==> src/rtl/nmea_pkg.sv <==
// Shared constants, parse-state enum and small decode helpers for the NMEA RMC time loader.
package nmea_pkg;

  localparam logic [7:0]  ASCII_DOLLAR = 8'h24;
  localparam logic [7:0]  ASCII_COMMA  = 8'h2C;
  localparam logic [7:0]  ASCII_STAR   = 8'h2A;
  localparam logic [7:0]  ASCII_DOT    = 8'h2E;
  localparam logic [7:0]  ASCII_A      = 8'h41;
  localparam logic [23:0] ASCII_RMC    = 24'h524D43;

  localparam logic [5:0]  MAX_SEC  = 6'd59;
  localparam logic [5:0]  MAX_MIN  = 6'd59;
  localparam logic [5:0]  MAX_HOUR = 6'd23;

  localparam int unsigned ADDR_LEN = 5;
  localparam int unsigned TIME_LEN = 6;

  typedef enum logic [2:0] {
    ST_IDLE,
    ST_ADDR,
    ST_TIME,
    ST_FRAC,
    ST_STATUS,
    ST_SKIP,
    ST_CK_HI,
    ST_CK_LO
  } state_e;

  function automatic logic is_digit(input logic [7:0] c);
    return (c >= 8'h30) && (c <= 8'h39);
  endfunction

  // Returns {valid, nibble}; accepts 0-9, A-F and a-f.
  function automatic logic [4:0] hex_decode(input logic [7:0] c);
    if ((c >= 8'h30) && (c <= 8'h39)) return {1'b1, c[3:0]};
    if (((c >= 8'h41) && (c <= 8'h46)) || ((c >= 8'h61) && (c <= 8'h66)))
      return {1'b1, 4'(c[3:0] + 4'd9)};
    return 5'd0;
  endfunction

  // Expected sentence-id character at address positions 2..4.
  function automatic logic [7:0] rmc_char(input logic [2:0] idx);
    case (idx)
      3'd2:    return ASCII_RMC[23:16];
      3'd3:    return ASCII_RMC[15:8];
      default: return ASCII_RMC[7:0];
    endcase
  endfunction

  function automatic logic [5:0] bcd_to_bin(input logic [7:0] bcd);
    logic [6:0] t;
    t = 7'(bcd[7:4]) * 7'd10 + 7'(bcd[3:0]);
    return 6'(t);
  endfunction

endpackage

==> src/rtl/rtc_time_inc.sv <==
// Combinational time + 1 s with local hour offset; wraps 60/60/24.
module rtc_time_inc
  import nmea_pkg::*;
#(
  parameter int unsigned HOUR_OFFSET = 0
) (
  input  logic [5:0] hh_in,
  input  logic [5:0] mm_in,
  input  logic [5:0] ss_in,
  output logic [5:0] hh_out,
  output logic [5:0] mm_out,
  output logic [5:0] ss_out
);

  localparam logic [6:0] OFFSET_MOD = 7'(HOUR_OFFSET % 24);

  logic       sec_wrap;
  logic       min_wrap;
  logic [6:0] hour_sum;

  // Input hour is at most 23, so one conditional subtract covers the mod-24 wrap.
  always_comb begin
    sec_wrap = (ss_in >= MAX_SEC);
    min_wrap = sec_wrap && (mm_in >= MAX_MIN);
    ss_out   = sec_wrap ? 6'd0 : 6'(ss_in + 6'd1);
    mm_out   = mm_in;
    if (sec_wrap) mm_out = min_wrap ? 6'd0 : 6'(mm_in + 6'd1);
    hour_sum = 7'(hh_in) + 7'(min_wrap) + OFFSET_MOD;
    hh_out   = (hour_sum > 7'(MAX_HOUR)) ? 6'(hour_sum - 7'd24) : 6'(hour_sum);
  end

endmodule

==> src/rtl/nmea_time_loader.sv <==
// Parses NMEA RMC sentences and loads time+1 s into the RTC one cycle after PPS.
// Optional checksum verification is enabled with `define NMEA_CHECKSUM_EN.
module nmea_time_loader
  import nmea_pkg::*;
#(
  parameter int unsigned HOUR_OFFSET = 0
) (
  input  logic       clk,
  input  logic       rst,
  input  logic [7:0] rx_data,
  input  logic       rx_valid,
  input  logic       pps,
  output logic [5:0] sec_out,
  output logic [5:0] min_out,
  output logic [5:0] hour_out,
  output logic       write_data,
  output logic       time_pending,
  output logic       sentence_ok,
  output logic [7:0] err_count
);

  state_e      state_q, state_d;
  logic [2:0]  cnt_q, cnt_d;
  logic [23:0] bcd_q, bcd_d;
`ifdef NMEA_CHECKSUM_EN
  logic [7:0]  acc_q, acc_d;
  logic [3:0]  ck_hi_q, ck_hi_d;
  logic [4:0]  hex_c;
`endif

  logic        accept_c;
  logic        reject_c;
  logic        range_ok_c;

  logic [5:0]  ld_sec_q, ld_sec_d, ld_min_q, ld_min_d, ld_hour_q, ld_hour_d;
  logic [5:0]  sec_q, sec_d, min_q, min_d, hour_q, hour_d;
  logic        write_q, write_d;
  logic        pending_q, pending_d;
  logic        ok_q, ok_d;
  logic [7:0]  err_q, err_d;

  logic [5:0]  inc_hh, inc_mm, inc_ss;

  // Range check on raw BCD digits; each digit is already known to be 0..9.
  assign range_ok_c = ((bcd_q[23:20] < 4'd2) || ((bcd_q[23:20] == 4'd2) && (bcd_q[19:16] < 4'd4)))
                   && (bcd_q[15:12] < 4'd6)
                   && (bcd_q[7:4]   < 4'd6);

  rtc_time_inc #(
    .HOUR_OFFSET (HOUR_OFFSET)
  ) u_inc (
    .hh_in  (bcd_to_bin(bcd_q[23:16])),
    .mm_in  (bcd_to_bin(bcd_q[15:8])),
    .ss_in  (bcd_to_bin(bcd_q[7:0])),
    .hh_out (inc_hh),
    .mm_out (inc_mm),
    .ss_out (inc_ss)
  );

  // Sentence parser: advances only on rx_valid; '$' restarts from any state.
  always_comb begin
    state_d  = state_q;
    cnt_d    = cnt_q;
    bcd_d    = bcd_q;
    accept_c = 1'b0;
    reject_c = 1'b0;
`ifdef NMEA_CHECKSUM_EN
    acc_d    = acc_q;
    ck_hi_d  = ck_hi_q;
    hex_c    = hex_decode(rx_data);
    if (rx_valid && (state_q inside {ST_ADDR, ST_TIME, ST_FRAC, ST_STATUS, ST_SKIP})
        && (rx_data != ASCII_STAR))
      acc_d = acc_q ^ rx_data;
`endif
    if (rx_valid) begin
      if (rx_data == ASCII_DOLLAR) begin
        state_d = ST_ADDR;
        cnt_d   = 3'd0;
        bcd_d   = 24'd0;
`ifdef NMEA_CHECKSUM_EN
        acc_d   = 8'd0;
        ck_hi_d = 4'd0;
`endif
      end else begin
        case (state_q)
          ST_IDLE: ;
          ST_ADDR: begin
            if (cnt_q == 3'(ADDR_LEN)) begin
              state_d = (rx_data == ASCII_COMMA) ? ST_TIME : ST_IDLE;
              cnt_d   = 3'd0;
            end else if ((cnt_q >= 3'd2) && (rx_data != rmc_char(cnt_q))) begin
              state_d = ST_IDLE;
            end else begin
              cnt_d = cnt_q + 3'd1;
            end
          end
          ST_TIME: begin
            if (is_digit(rx_data)) begin
              bcd_d = {bcd_q[19:0], rx_data[3:0]};
              if (cnt_q == 3'(TIME_LEN - 1)) begin
                state_d = ST_FRAC;
                cnt_d   = 3'd0;
              end else begin
                cnt_d = cnt_q + 3'd1;
              end
            end else begin
              reject_c = 1'b1;
            end
          end
          ST_FRAC: begin
            if (rx_data == ASCII_COMMA) state_d = ST_STATUS;
            else if (!(is_digit(rx_data) || (rx_data == ASCII_DOT))) reject_c = 1'b1;
          end
          ST_STATUS: begin
            if (rx_data == ASCII_A) state_d = ST_SKIP;
            else reject_c = 1'b1;
          end
          ST_SKIP: begin
            if (rx_data == ASCII_STAR) begin
`ifdef NMEA_CHECKSUM_EN
              state_d = ST_CK_HI;
`else
              if (range_ok_c) accept_c = 1'b1;
              else reject_c = 1'b1;
`endif
            end
          end
`ifdef NMEA_CHECKSUM_EN
          ST_CK_HI: begin
            if (hex_c[4]) begin
              ck_hi_d = hex_c[3:0];
              state_d = ST_CK_LO;
            end else begin
              reject_c = 1'b1;
            end
          end
          ST_CK_LO: begin
            if (hex_c[4] && ({ck_hi_q, hex_c[3:0]} == acc_q) && range_ok_c) accept_c = 1'b1;
            else reject_c = 1'b1;
          end
`endif
          default: state_d = ST_IDLE;
        endcase
      end
    end
    if (accept_c || reject_c) state_d = ST_IDLE;
  end

  // Pending load, PPS strobe and error counting; an accept coincident with pps is stale.
  always_comb begin
    ld_sec_d  = ld_sec_q;
    ld_min_d  = ld_min_q;
    ld_hour_d = ld_hour_q;
    sec_d     = sec_q;
    min_d     = min_q;
    hour_d    = hour_q;
    pending_d = pending_q;
    write_d   = pps && pending_q;
    ok_d      = 1'b0;
    err_d     = err_q;
    if (pps && pending_q) begin
      sec_d  = ld_sec_q;
      min_d  = ld_min_q;
      hour_d = ld_hour_q;
    end
    if (pps) begin
      pending_d = 1'b0;
    end else if (accept_c) begin
      pending_d = 1'b1;
      ok_d      = 1'b1;
      ld_sec_d  = inc_ss;
      ld_min_d  = inc_mm;
      ld_hour_d = inc_hh;
    end
    if (reject_c && (err_q != 8'hFF)) err_d = err_q + 8'd1;
  end

  always_ff @(posedge clk) begin
    if (!rst) begin
      state_q   <= ST_IDLE;
      cnt_q     <= 3'd0;
      bcd_q     <= 24'd0;
`ifdef NMEA_CHECKSUM_EN
      acc_q     <= 8'd0;
      ck_hi_q   <= 4'd0;
`endif
      ld_sec_q  <= 6'd0;
      ld_min_q  <= 6'd0;
      ld_hour_q <= 6'd0;
      sec_q     <= 6'd0;
      min_q     <= 6'd0;
      hour_q    <= 6'd0;
      write_q   <= 1'b0;
      pending_q <= 1'b0;
      ok_q      <= 1'b0;
      err_q     <= 8'd0;
    end else begin
      state_q   <= state_d;
      cnt_q     <= cnt_d;
      bcd_q     <= bcd_d;
`ifdef NMEA_CHECKSUM_EN
      acc_q     <= acc_d;
      ck_hi_q   <= ck_hi_d;
`endif
      ld_sec_q  <= ld_sec_d;
      ld_min_q  <= ld_min_d;
      ld_hour_q <= ld_hour_d;
      sec_q     <= sec_d;
      min_q     <= min_d;
      hour_q    <= hour_d;
      write_q   <= write_d;
      pending_q <= pending_d;
      ok_q      <= ok_d;
      err_q     <= err_d;
    end
  end

  assign sec_out      = sec_q;
  assign min_out      = min_q;
  assign hour_out     = hour_q;
  assign write_data   = write_q;
  assign time_pending = pending_q;
  assign sentence_ok  = ok_q;
  assign err_count    = err_q;

endmodule

==> config.mk <==
export PLATFORM = sky130hd
export DESIGN_NAME = nmea_time_loader
export DESIGN_NICKNAME = d
export VERILOG_FILES = /design/src/rtl/nmea_pkg.sv /design/src/rtl/rtc_time_inc.sv /design/src/rtl/nmea_time_loader.sv
export SDC_FILE = /design/constraint.sdc
export NUM_CORES = 1
export LEC_CHECK = 0
export CORE_UTILIZATION = 32
export DETAILED_ROUTE_END_ITERATION = 16
export PLACE_DENSITY_LB_ADDON = 0.05
export SLEW_MARGIN = 20
export SYNTH_ARGS = -nofsm -noshare
export SYNTH_HDL_FRONTEND = slang
export SYNTH_SLANG_ARGS = --single-unit
==> constraint.sdc <==
create_clock -name clk -period 6.4 [get_ports clk]
set_clock_uncertainty 0.15 [all_clocks]
set_input_delay 0.96 -clock clk [delete_from_list [all_inputs] [get_ports clk]]
set_output_delay 0.96 -clock clk [all_outputs]
set_load 0.01 [all_outputs]
==> qor.yml <==
run_status:
  status: "finished, final reports clean"
cells_and_area:
  nets: 605
  flow.area_growth_from_synthesis_pct: 18.95
  drive_above_1_share_pct: 5.448
  final_cell_mix: "nand2_1, dfxtp_1, a21oi_1"
  diodes: 0
  layout_commonest_cell: "nand2_1"
  postLayoutCellArea_um2: 5191
logic_synthesis:
  synth_adder_area_share_pct: 8.830
  synth-edff-count: 0
  synth-warning-count: 0
  muxShareOfSynthArea_pct: 0.7167
  netlist-cell-type-count: 67
  synth-simple-area-share_pct: 25.11
  synth_compound_area_share_pct: 21.07
  synth-xor-area-share_pct: 4.616
  synth_area_per_cell_um2: 8.112
  synth_top_family_by_area: "simple AND/OR/NAND/NOR gates"
  syn_area_um2: 4364
  ys_ff_latch: 77
  seq_area_frac_synth_pct: 35.32
  syn-num-nets: 579
  async_reset_ff_share_pct: 0
  syn_inst: 538
  synth_ff_type: "dfxtp_1"
grt:
  first_global_vias: 3467
  overflow: 0
  antenna_found_initial: 0
  grt_start_max_net_pins: 41
  grt_use_total_pct: 16.19
  grt_pass1_wl_mm: 18.19
floorplan:
  core_um2: 13300
  fp.dieW_um: 118.8
  die_area_um2: 14110
  io_pins: 41
  core.rowCount: 42
  start_util_pct: 32.83
  die_h_um: 118.8
detailed_routing:
  routed-wl-met2_mm: 4.573
  top_layer_used: "met4"
  vias: 3877
  drtPass1Iterations: 5
  m1WireLength_mm: 5.873
  wl_met3_um: 373
  drc: 0
  wirelength_mm: 10.93
  post_drt_wl_per_cell_um: 14.67
  drt_first_iter_violations: 310
  viasPerCell: 5.204
  detail-route-antenna-nets: 0
power:
  comb_power_share_pct: 2.9
  power_leakage_nw: 1.820
  p_seq_share_pct: 46.7
  internal_power_mw: 0.7953
  ir_worst_vdd_mv: 0.09516
  p_sw_share_pct: 22.53
  powerDensity_nw_per_um2: 197.7
  clock_power_share_pct: 50.4
  switching_power_mw: 0.2313
setup_path:
  crit_arrival_ns: 5.10
  crit-reg2reg-launch: "bcd_q[4]"
  startpoint: "bcd_q[4]"
  r2r_setup_slack_ns: 1.42
  start_kind: "flip-flop"
  worstPathRequired_ns: 6.52
  critical_path_class: "reg -> reg"
  critPathCaptureType: "flip-flop"
  cp_max_fo: 10
min_path:
  min_path_type: "reg -> reg"
  hp-start: "hour_out[0]"
timing:
  grt_setup_unrepaired: "false"
  max_freq_mhz: 200.7
  setup_viol: 0
  max-slew-margin-rel_pct: 35.71
  hold_violations: 0
  min_period_over_period_pct: 77.86
  period_minus_slack_ns: 4.983
  slew_viol_final: 0
  tns_ns: 0
  tightest_slew_ns: 0.9644
clocking:
  h-tree-depth: 3
  ctsHoldBuffers: 0
  cts_tree: "yes"
  cts_buffers: 9
  cts_buffer_depth: 2
  postCtsSetupRepairBufs: 0
  insertion_delay_ns: 0.34
  cts_resized: 0
  clk_pin_slew_ns: 0.06
  cts.sinks: 77
  clock-root-buffer: "clkbuf_16"
placed_design:
  hpwlAfterDp_mm: 7.774
  gp_congestion: 0.8193
  io_buffers: 40
  placed_area_um2: 4890
run:
  drv_cap: 0
cell type report:
cell class	instances	area, um2
Clock buffer	10	229.0
Clock inverter	6	72.57
Fill cell	1356	8104
Inverter	17	63.81
Multi-Input combinational cell	415	2634
Sequential cell	77	1541
Tap cell	176	220.2
Timing Repair Buffer	44	430.4
layer usage:
metal / vias up / track usage [%]
met2: 72 / 22.30
li1: 2006 / -
met3: 6 / 2.558
met5: - / 0
met4: 0 / 6.646
met1: 1793 / 24.50
metrics by stage:
step,util (%),setup slack (ns),cells,hold slack (ns),power [mW]
floorplan,-,1.865,538,0.2774,0.5059
detailed placement,36.78,1.447,729,0.2999,0.5201
finish,39.05,1.417,745,0.3031,1.027
CTS,39.05,1.432,745,0.3088,1.044
global route,39.05,1.033,745,0.3225,1.072
global placement,36.78,1.607,729,0.2941,0.5200
flip-flops by register name, indices dropped and copies added (netlist names), 6 cells and up:
name	flops
hour_out	6
err_count	8
bcd_q	24
ld_sec_q	6
ld_min_q	6
sec_out	6
ld_hour_q	6
min_out	6
worst paths after layout:
| path | to | depth (start not counted) |
|---|---|---|
| setup reg to reg | ld_hour_q[5] | 17 |
| setup / recovery | ld_hour_q[5] | 17 |
| hold reg to reg | hour_out[0] | 2 |
| hold / removal | hour_out[0] | 2 |
kinds of logic (layout without fill, tap and decap cells):
kind of cell / count (synthesis) / count (layout)
compound gates: 143 / 143
xor+xnor: 23 / 23
fa+ha+maj: 29 / 29
buf+inv: 46 / 77
flops: 77 / 77
mux: 3 / 3
simple gates: 217 / 217
power groups by stage:
stage	clock [mW]	sequential (mW)	combinational, mW
finish	0.517	0.479	0.0299
global placement	0	0.490	0.0299
detailed placement	0	0.490	0.0300
CTS	0.534	0.479	0.0301
global route	0.560	0.479	0.0329
floorplan	0	0.490	0.0159
worst max-delay path, stage by stage (launching register included):
cell       delay [ns]
dfxtp_1          0.39
ha_1             0.25
inv_1            0.07
fa_1             0.50
nor3b_1          0.31
a211oi_1         0.11
or4_1            0.70
nor3_1           0.32
ha_1             0.26
nand3_1          0.14
nor2_1           0.16
a21boi_0         0.24
or2_2            0.16
ha_1             0.18
a31oi_1          0.05
a2bb2oi_1        0.31
or3b_2           0.47
a21oi_1          0.12
Yosys cell counts, types with 3 or more instances:
master | count | area share, %
xnor2_1 | 16 | 3.2
a21oi_1 | 60 | 6.9
o31a_1 | 5 | 1.0
a21o_1 | 7 | 1.2
a32o_1 | 6 | 1.4
nor3b_1 | 3 | 0.52
or3_1 | 9 | 1.3
clkbuf_1 | 22 | 1.9
nand2_1 | 85 | 7.3
o31ai_1 | 4 | 0.69
buf_1 | 4 | 0.34
nor2_1 | 23 | 2.0
a31oi_1 | 3 | 0.43
nand2b_1 | 3 | 0.43
fa_1 | 3 | 1.4
nand3b_1 | 5 | 0.86
or4_1 | 5 | 0.86
nand4_1 | 6 | 0.86
xor2_1 | 7 | 1.4
o21ai_0 | 20 | 2.3
a22oi_1 | 4 | 0.69
nor4_1 | 6 | 0.86
nand3_1 | 35 | 4.0
a211oi_1 | 4 | 0.69
nor2b_1 | 7 | 1.0
dfxtp_1 | 77 | 35
ha_1 | 26 | 7.5
nor3_1 | 6 | 0.69
o21a_1 | 3 | 0.52
and3_1 | 5 | 0.72
inv_1 | 16 | 1.4
or3b_2 | 3 | 0.60
a211o_1 | 3 | 0.60
and2_1 | 4 | 0.57
Power figures use the tool's default switching activity.
==> patch 1, RTL diff (same settings) <==
Encoding of `state_e`: now one-hot (8 bits for 8 states).
--- a/src/rtl/nmea_pkg.sv
+++ b/src/rtl/nmea_pkg.sv
@@ -16,13 +16,13 @@
   localparam int unsigned TIME_LEN = 6;
 
-  typedef enum logic [2:0] {
-    ST_IDLE,
-    ST_ADDR,
-    ST_TIME,
-    ST_FRAC,
-    ST_STATUS,
-    ST_SKIP,
-    ST_CK_HI,
-    ST_CK_LO
+  typedef enum logic [7:0] {
+    ST_IDLE   = 8'b00000001,
+    ST_ADDR   = 8'b00000010,
+    ST_TIME   = 8'b00000100,
+    ST_FRAC   = 8'b00001000,
+    ST_STATUS = 8'b00010000,
+    ST_SKIP   = 8'b00100000,
+    ST_CK_HI  = 8'b01000000,
+    ST_CK_LO  = 8'b10000000
   } state_e;
 
Check against the original RTL: same outputs for any inputs over 10 cycles, from zero or initial values and one cycle with rst low; not proved beyond that.
==> patch 1 against the unedited design <==
- clock power decreased by 1%
- final area grew 2.1%
- routed wire length fell by 2.0%
- synthesized area grew 2.6%
- power is 1.1% higher
- final cell count shrank 0.67%
- setup slack better by 1000 ps
- sequential cell count increased by 3
==> patch 1: results (changes against the unedited design) <==
Min path
The beginning of the worst hold path is min_out[2] (was hour_out[0]). The worst min-delay path endpoint was min_out[2] (was hour_out[0]).

Critical path
The depth of the worst register-to-register path is 15 (was 17). The largest fanout of any net on the critical path is 9 (was 10). The cell with the largest stage delay on the worst path is sky130_fd_sc_hd__or3_1 (was sky130_fd_sc_hd__or4_1).

Cells and area
The proportion of layout cells with a drive suffix above 1 came to 0.0585 (was 0.0545). The net total in the final layout is 598 (was 605).

Routing
The wire length the detailed router placed on met1 is 5.84 mm (was 5.87 mm). The DRC violation total after the first TritonRoute iteration is 187 (was 310). The routed length on met3 is 313 µm (was 373 µm). The final wirelength is 10.7 mm (was 10.9 mm). The wire length per cell is 14.5 µm (was 14.7 µm).

Power
The clock distribution power is 0.510 mW (was 0.517 mW). The peak ir drop on the vdd network is 0.157 mV (was 0.0952 mV). The leakage power figure is 1.83 nW (was 1.82 nW).

Global routing
The met1 routing resource usage after global routing is 0.232 (was 0.245). The number of global-route vias before repair came to 3,461 (was 3,467). The met3 usage is 0.0269 (was 0.0256).

Status
Run status: completed (unchanged).

Synthesis
Cell types occupying the most area after synthesis: sky130_fd_sc_hd__dfxtp_1 36%, sky130_fd_sc_hd__ha_1 6.7%, sky130_fd_sc_hd__nand2_1 5.2% (was sky130_fd_sc_hd__dfxtp_1 35%, sky130_fd_sc_hd__ha_1 7.5%, sky130_fd_sc_hd__nand2_1 7.3%). The post-synth net total is 572 (was 579). The distinct cell type count of the synthesized netlist came to 65 (was 67). The post-synthesis compound-gate area fraction was 0.207 (was 0.211). Top cell types by occurrence after synthesis: 80 x sky130_fd_sc_hd__dfxtp_1, 62 x sky130_fd_sc_hd__nand2_1, 44 x sky130_fd_sc_hd__a21oi_1 (was 85 x sky130_fd_sc_hd__nand2_1, 77 x sky130_fd_sc_hd__dfxtp_1, 60 x sky130_fd_sc_hd__a21oi_1).

Place
The half-perimeter wire length after placement came to 7.81 mm (was 7.77 mm). The instance count after placement with tap cells included was 724 (was 729).
patch 1: cell types whose count changed after synthesis, sizes merged, moves of 10 or more:
| cell | change |
|---|---|
| nand3 | -10 |
| nand2 | -23 |
| a21oi | -16 |
| a22oi | +21 |
| nor2 | +19 |
patch 1: per-stage QoR:
stage	setup slack (ps)	utilization	total power [mW]	area (µm²)	hold slack (ps)
after CTS	2430	0.394	1.06	5300	306
after global placement	2280	0.372	0.539	5000	295
after global routing	2030	0.394	1.08	5300	321
final	2450	0.394	1.04	5300	301
after detailed placement	2240	0.372	0.539	5000	297
after floorplan	2830	-	0.525	4480	279
patch 1: layout make-up:
class	count	area, µm²	area share
Sequential cell	80	1600	0.302
Clock inverter	5	56.3	0.0106
Multi-Input combinational cell	409	2700	0.510
Clock buffer	11	243	0.0458
Tap cell	176	220	0.0415
Inverter	18	68.8	0.0130
Timing Repair Buffer	41	408	0.0770
==> patch 2, RTL diff (same settings) <==
Made on the original files. Build with the macro `NMEA_CHECKSUM_EN` defined.
--- a/src/rtl/nmea_time_loader.sv
+++ b/src/rtl/nmea_time_loader.sv
@@ -1,4 +1,6 @@
 // Parses NMEA RMC sentences and loads time+1 s into the RTC one cycle after PPS.
 // Optional checksum verification is enabled with `define NMEA_CHECKSUM_EN.
+`define NMEA_CHECKSUM_EN
+
 module nmea_time_loader
   import nmea_pkg::*;
Behaviour: no difference found for any inputs over 10 cycles, from zero or initial values and one cycle with rst low; that may be too few to reach the edited logic, so the function may still have changed.
==> patch 2 against the unedited design <==
- non-clock buffer count increased by 1
- register-to-register slack improved by 260 ps
- first-iteration DRC count decreased by 37%
- critical path depth shrank 5
- setup slack better by 130 ps
- routed wire length up 16%
- synthesized area is 16% higher
- power grew 8.5%
- clock power decreased by 3%
- sequential cell count increased by 12
- final area grew 14%
- sequential share of layout area increased by 0.30 points
==> patch 2: results (changes against the unedited design) <==
Routing
The wire length per cell is 15.1 µm (was 14.7 µm). The DRC violation total after the first TritonRoute iteration is 195 (was 310).

Global routing
The pin count of the biggest net entering global routing was 53 (was 41). The number of global-route vias before repair is 4,049 (was 3,467). The first-pass GRT wire length is 21.0 mm (was 18.2 mm). The fraction of met2 tracks used by global routing is 0.249 (was 0.223). The met3 usage is 0.0234 (was 0.0256).

The combined global-route utilization of all metal layers is 0.165 (was 0.162).

Synthesis
The arithmetic-cell share of the synthesized area counting full adders, half adders and majority gates is 0.0902 (was 0.0883). The multiplexer area fraction after synthesis came to 0.0379 (was 0.00717). Top cell types by occurrence after synthesis: 89 x sky130_fd_sc_hd__dfxtp_1, 74 x sky130_fd_sc_hd__nand2_1, 70 x sky130_fd_sc_hd__nor2_1 (was 85 x sky130_fd_sc_hd__nand2_1, 77 x sky130_fd_sc_hd__dfxtp_1, 60 x sky130_fd_sc_hd__a21oi_1). The post-synthesis compound-gate area fraction came to 0.187 (was 0.211). The XOR/XNOR share of the synthesized area is 0.0717 (was 0.0462). Cell types occupying the most area after synthesis: sky130_fd_sc_hd__dfxtp_1 35%, sky130_fd_sc_hd__ha_1 7.6%, sky130_fd_sc_hd__nand2_1 5.5% (was sky130_fd_sc_hd__dfxtp_1 35%, sky130_fd_sc_hd__ha_1 7.5%, sky130_fd_sc_hd__nand2_1 7.3%). The post-synth net total came to 642 (was 579). The share of the yosys chip area belonging to registers was 0.351 (was 0.353).

Critical path
The data arrival time of the critical path is 4990 ps (was 5100 ps). The critical path endpoint is ld_hour_q[3] (was ld_hour_q[5]). The depth of the worst register-to-register path is 19 (was 17). The startpoint of the lowest-slack register-to-register path is bcd_q[6] (was bcd_q[4]). The start point of the critical path is rx_data[1] (was bcd_q[4]). The capture point of the worst reg-to-reg path was ld_hour_q[4] (was ld_hour_q[5]). The largest fanout of any net on the critical path is 18 (was 10).

Cells and area
The net total in the final layout is 669 (was 605). The utilization of the core after routing is 0.386 (was 0.390). The number of inserted filler cells in the final layout is 1,597 (was 1,356). The count of non-filler cells in the finished layout was 839 (was 745). The proportion of layout cells with a drive suffix above 1 is 0.0589 (was 0.0545).

Place
The instance count after placement with tap cells included is 823 (was 729). The instance area after placement is 0.00566 mm² (was 0.00489 mm²). The half-perimeter wire length after placement is 9.33 mm (was 7.77 mm).

Min path
The worst min-delay path endpoint is hour_out[3] (was hour_out[0]).

Power
The leakage power figure is 2.15 nW (was 1.82 nW). The peak ir drop on the vdd network is 0.114 mV (was 0.0952 mV).

Timing
The transition time at the pin with the least slew margin is 1030 ps (was 964 ps).

Status
Run status: completed (unchanged).
patch 2: metal layers:
layer  vias up  share of wire
met4         0          0.018
met1      1984           0.52
met3        15          0.027
met2        52           0.43
li1       2177              -
met5         -              0
patch 2: final cells by class:
class	instances	share of cell area
inverter	21	0.0133
sequential	89	0.300
clock buffer	9	0.0379
timing repair buffer	45	0.0737
tap	211	0.0444
multi-input combinational	457	0.522
clock inverter	7	0.00885
patch 2: per-stage QoR:
step / setup WS [ps] / total power [mW] / hold WS [ps]
floorplan: 1920 / 0.605 / 278
global placement: 1260 / 0.625 / 299
detailed placement: 1130 / 0.626 / 298
CTS: 1500 / 1.14 / 307
global route: 1110 / 1.16 / 325
finish: 1540 / 1.11 / 302
patch 2: power by group:
group	switching (mW)	leakage (nW)	internal [mW]
logic	0.0367	1.30	0.0206
clock network	0.234	0.137	0.266
registers	0.00109	0.717	0.555
total	0.272	2.15	0.842
